File: config.mk
export PLATFORM = sky130hd
export DESIGN_NAME = gate2_bist
export DESIGN_NICKNAME = d
export VERILOG_FILES = /design/src/rtl/gate2_bist.sv
export SDC_FILE = /design/constraint.sdc
export NUM_CORES = 1
export LEC_CHECK = 0
export CORE_ASPECT_RATIO = 1.2
export CORE_UTILIZATION = 45
export CTS_BUF_LIST = sky130_fd_sc_hd__clkbuf_4 sky130_fd_sc_hd__clkbuf_8
export CTS_CLUSTER_SIZE = 20
export DETAILED_ROUTE_END_ITERATION = 10
export MAX_ROUTING_LAYER = met4
export PLACE_DENSITY = 0.77
export SYNTH_ARGS = -nofsm -noshare
export SYNTH_HDL_FRONTEND = slang
export SYNTH_SLANG_ARGS = --single-unit
File: constraint.sdc
create_clock -name clk -period 6.2 [get_ports clk]
set_clock_uncertainty 0.2 [all_clocks]
set_input_delay 0.93 -clock clk [delete_from_list [all_inputs] [get_ports clk]]
set_output_delay 0.93 -clock clk [all_outputs]
set_load 0.05 [all_outputs]
File: src/rtl/gate2_bist.sv
// Stimulus/response checker for a 2-input combinational gate: sweeps {a,b} through
// 00,01,10,11 and compares the gate output against the truth table chosen at start.
module gate2_bist #(
    parameter int SETTLE_CYCLES = 1,
    parameter int PASSES        = 1,
    parameter int CNT_W         = 3
) (
    input  logic             clk,
    input  logic             rst,
    input  logic             start,
    input  logic [2:0]       func_sel,
    output logic             dut_a,
    output logic             dut_b,
    input  logic             dut_y,
    output logic             busy,
    output logic             done,
    output logic             pass,
    output logic [CNT_W-1:0] err_count,
    output logic             fail_valid,
    output logic [2:0]       fail_vec
);

    localparam int SW = (SETTLE_CYCLES > 1) ? $clog2(SETTLE_CYCLES) : 1;
    localparam int PW = (PASSES > 1) ? $clog2(PASSES) : 1;
    localparam logic [SW-1:0] SETTLE_LOAD = SW'((SETTLE_CYCLES > 0) ? SETTLE_CYCLES - 1 : 0);
    localparam logic [PW-1:0] LAST_PASS   = PW'(PASSES - 1);

    typedef enum logic [1:0] {
        S_IDLE,
        S_SETTLE,
        S_SAMPLE,
        S_DONE
    } state_t;

    state_t           r_state;
    state_t           w_next;
    state_t           w_first;
    logic [2:0]       r_sel;
    logic [1:0]       r_idx;
    logic [PW-1:0]    r_pcnt;
    logic [SW-1:0]    r_settle;
    logic [CNT_W-1:0] r_err;
    logic             r_fv;
    logic [2:0]       r_fvec;
    logic             r_pass;
    logic             w_exp;
    logic             w_mis;
    logic             w_last;
    logic [CNT_W-1:0] w_err_next;

    assign w_first = (SETTLE_CYCLES == 0) ? S_SAMPLE : S_SETTLE;
    assign w_last  = (r_idx == 2'd3) && (r_pcnt == LAST_PASS);

    always_comb begin
        w_exp = 1'b0;
        case (r_sel)
            3'd0:    w_exp = r_idx[1] & r_idx[0];
            3'd1:    w_exp = r_idx[1] | r_idx[0];
            3'd2:    w_exp = r_idx[1] ^ r_idx[0];
            3'd3:    w_exp = ~(r_idx[1] & r_idx[0]);
            3'd4:    w_exp = ~(r_idx[1] | r_idx[0]);
            3'd5:    w_exp = ~(r_idx[1] ^ r_idx[0]);
            3'd6:    w_exp = r_idx[1];
            default: w_exp = ~r_idx[1];
        endcase
    end

    assign w_mis      = (dut_y != w_exp);
    assign w_err_next = (w_mis && (r_err != '1)) ? r_err + CNT_W'(1) : r_err;

    always_ff @(posedge clk) begin
        if (rst) r_state <= S_IDLE;
        else     r_state <= w_next;
    end

    always_comb begin
        w_next = r_state;
        case (r_state)
            S_IDLE, S_DONE: if (start) w_next = w_first;
            S_SETTLE:       if (r_settle == '0) w_next = S_SAMPLE;
            S_SAMPLE:       w_next = w_last ? S_DONE : w_first;
            default:        w_next = S_IDLE;
        endcase
    end

    // The pattern index doubles as the registered stimulus; it wraps to 00 on the
    // final sample, so the gate inputs return to 0 in DONE without extra logic.
    always_ff @(posedge clk) begin
        if (rst) begin
            r_sel    <= '0;
            r_idx    <= '0;
            r_pcnt   <= '0;
            r_settle <= '0;
            r_err    <= '0;
            r_fv     <= 1'b0;
            r_fvec   <= '0;
            r_pass   <= 1'b0;
        end else begin
            case (r_state)
                S_IDLE, S_DONE: begin
                    if (start) begin
                        r_sel    <= func_sel;
                        r_idx    <= '0;
                        r_pcnt   <= '0;
                        r_settle <= SETTLE_LOAD;
                        r_err    <= '0;
                        r_fv     <= 1'b0;
                        r_fvec   <= '0;
                        r_pass   <= 1'b0;
                    end
                end
                S_SETTLE: begin
                    if (r_settle != '0) r_settle <= r_settle - SW'(1);
                end
                S_SAMPLE: begin
                    r_err    <= w_err_next;
                    r_settle <= SETTLE_LOAD;
                    r_idx    <= r_idx + 2'd1;
                    if (w_mis && !r_fv) begin
                        r_fv   <= 1'b1;
                        r_fvec <= {r_idx[1], r_idx[0], dut_y};
                    end
                    if (w_last) r_pass <= (w_err_next == '0);
                    else if (r_idx == 2'd3) r_pcnt <= r_pcnt + PW'(1);
                end
                default: ;
            endcase
        end
    end

    assign dut_a      = r_idx[1];
    assign dut_b      = r_idx[0];
    assign busy       = (r_state == S_SETTLE) || (r_state == S_SAMPLE);
    assign done       = (r_state == S_DONE);
    assign pass       = r_pass;
    assign err_count  = r_err;
    assign fail_valid = r_fv;
    assign fail_vec   = r_fvec;

endmodule

==> impl_metrics.json <==
{
  "p_int_mw": 0.168,
  "sw_frac_of_total_pct": 33.7,
  "postRouteAntennaNets": 0,
  "die_y_um": 53.9,
  "hold_path_depth": 2,
  "layout_min_cycle_time_ps": 3220,
  "fillers": 192,
  "met2_usage_pct": 33.6,
  "grt_setup_unrepaired": "no",
  "slew_headroom_pct": 63.3,
  "die-area_sq_um": 2440,
  "cts_htree_levels": 1,
  "port_buffers": 18,
  "die_w_um": 45.2,
  "dp.cells": 169,
  "crit_path_max_fanout": 8,
  "num_vias": 935,
  "switching_power_mw": 0.0854,
  "crit_chain": "inv_1 > ha_1 > inv_1 > clkdlybuf4s50_1",
  "r2r-end": "pass",
  "setup_violations": 0,
  "first_global_vias": 799,
  "pin_count": 19,
  "via_per_inst": 5.40,
  "avgSynthCellArea_sq_um": 8.00,
  "hold_viol_final": 0,
  "r2r-start": "r_state[0]",
  "drt_iter0_markers": 29,
  "layout-drive-gt1-share_pct": 9.79,
  "finalSetupTns_ps": 0,
  "ys_seq_elements": 16,
  "syn_inst": 126,
  "status": "finished, final reports clean",
  "grt_pass1_wl_um": 3360,
  "use_met1_pct": 21.8,
  "area_delta_synth_final_pct": 21.5,
  "synth_flop_cell": "dfxtp_1",
  "cp_slowest_cell": "clkdlybuf4s50_1",
  "cts_resized": 0,
  "yosysWarnings": 0,
  "start_util_pct": 48.1,
  "min_from": "fail_vec[0]",
  "path_class": "reg -> out",
  "p_comb_share_pct": 27.5,
  "syn_nets": 140,
  "p_per_area_nw_per_um2": 207,
  "grt_usage_pct": 19.4,
  "postCtsSetupRepairBufs": 0,
  "clk_latency_ps": 290,
  "grt_max_degree": 17,
  "grt_overflow": 0,
  "clk_pin_slew_ps": 100,
  "drc": 0,
  "antenna_found_initial": 0,
  "async_flop_share_pct": 0,
  "max_stage_delay_ps": 810,
  "reg2reg_depth": 7,
  "diodes": 0,
  "worstSetupStartpoint": "r_state[0]",
  "critPathTopFamily": "buffers and inverters",
  "finalWeightedCongestion": 0.844,
  "mappedNetlistArea_sq_um": 1010,
  "required_ps": 5070,
  "cts_tree": "yes",
  "busiest_layer": "met2",
  "core_region_area_sq_um": 2090,
  "fin_nets": 158,
  "critPathCaptureType": "primary output",
  "cts_root_buffer": "clkbuf_4",
  "dp_hpwl_um": 1630,
  "worstPathArrival_ps": 2090,
  "holdBufCountCts": 0,
  "crit_top_cell": "inv_1",
  "ys_seq_area_share_pct": 31.8,
  "instances_no_fill": 173,
  "cp-start-kind": "register",
  "cp.buffers_inverters": 3,
  "clock_path_buffers": 2,
  "gr-usage-met3_pct": 4.36,
  "cts_sinks": 16,
  "cap_viol_max_count": 0,
  "wl_per_cell_um": 12.4,
  "fp-row-count": 18,
  "cts_buffers": 3,
  "worst_slew_pin_slew_ps": 549,
  "period_share_pct": 51.9,
  "min_path_type": "reg -> reg",
  "max_freq_mhz": 311,
  "seq_power_share_pct": 44.6,
  "clkPwrFrac_pct": 27.9,
  "synth_edf_count": 0,
  "rrSetupSlack_ps": 3810,
  "ys_types": 37,
  "wl_um": 2150,
  "ir_drop_v": 0.0000993,
  "p_leak_nw": 0.440,
  "hold_path_end": "fail_vec[0]",
  "first_pass_iters": 4,
  "finalMaxSlewViolations": 0
}
-- metal layers --
layer / routed length, um / share of wire (%) / vias up
met1: 954 / 44 / 426
li1: - / - / 476
met2: 1060 / 49 / 29
met4: 21 / 0.98 / 0
met3: 115 / 5.4 / 4
met5: 0 / 0 / -
-- kinds of logic after synthesis --
group	count (synthesis)	synth area share [%]
AO/OA/AOI/OAI	33	22.8
XOR/XNOR	1	0.869
adder cells (fa/ha/maj)	7	8.68
buffers and inverters	14	7.07
flip-flops	16	31.8
multiplexers	1	0.993
AND/OR/NAND/NOR	54	27.8
-- registers in the layout, indices dropped and copies added (netlist names) --
name and count:
fail_vec 3, r_state 2, r_pcnt 1, r_idx 2, pass 1, r_sel 3, fail_valid 1, err_count 3
-- Yosys cell counts (2+ instances only) --
master | count | share of area [%]
a211oi_1 | 2 | 1.5
nand3_1 | 5 | 2.5
clkbuf_1 | 2 | 0.74
o211ai_1 | 3 | 2.2
o22ai_1 | 2 | 1.2
or3_1 | 5 | 3.1
o21ai_1 | 2 | 0.99
nand2b_1 | 4 | 2.5
dfxtp_1 | 16 | 32
inv_1 | 8 | 3.0
a31oi_1 | 5 | 3.1
nor2_1 | 14 | 5.2
nand2_4 | 2 | 2.2
nand2_1 | 17 | 6.3
nor3_1 | 3 | 1.5
ha_1 | 7 | 8.7
buf_4 | 2 | 1.5
a21oi_1 | 8 | 4.0
-- power by group through the flow --
stage	Clock, mW	Combinational [mW]	Sequential [mW]
5_1_grt	0.0768	0.0759	0.114
3_3_place_gp	0	0.0678	0.115
6_report	0.0708	0.0696	0.113
2_1_floorplan	0	0.0533	0.115
3_5_place_dp	0	0.0694	0.115
4_1_cts	0.0719	0.0696	0.113
-- worst max path at each step --
| stage | endpoint | cells after the start |
|---|---|---|
| 5_1_grt | busy | 4 |
| 2_1_floorplan | pass | 7 |
| 6_report | busy | 4 |
| 4_1_cts | busy | 4 |
| 3_5_place_dp | pass | 4 |
| 3_3_place_gp | pass | 4 |
-- metrics by stage --
step	setup WS (ps)	cell area (sq um)	utilization [%]	power [mW]	hold slack, ps
after floorplan	3730	1010	-	0.169	244
after global placement	3220	1190	56.8	0.183	244
after detailed placement	3160	1190	56.8	0.185	259
after CTS	2970	1220	58.5	0.254	269
after global routing	2870	1220	58.5	0.267	304
final	2980	1220	58.5	0.253	262
-- worst register-to-register path, cell delays in order, from the launching register on --
cell and delay (ps):
dfxtp_1 400, inv_1 60, ha_1 410, nand2_1 220, a21boi_2 410, a21oi_1 80
or3b_2 450, o311ai_1 80
-- placed cells by master, fill, tap and decap left out, types with 2 or more instances in the layout --
master	instances
a211oi_1	2
a21oi_1	8
a31oi_1	5
clkbuf_4	3
clkdlybuf4s50_1	18
dfxtp_1	16
ha_1	7
inv_1	8
nand2_1	17
nand2_4	2
nand2b_1	4
nand3_1	5
nor2_1	14
nor3_1	3
o211ai_1	3
o21ai_1	2
o22ai_1	2
or3_1	5
-- layout make-up --
class / count / area, sq um / area share (%)
multi-input combinational: 96 / 617 / 50.4
sequential: 16 / 320 / 26.1
timing repair buffer: 18 / 180 / 14.7
tap: 30 / 37.5 / 3.06
clock buffer: 4 / 36.3 / 2.96
inverter: 9 / 33.8 / 2.76
(Power assumes the default switching activity.)
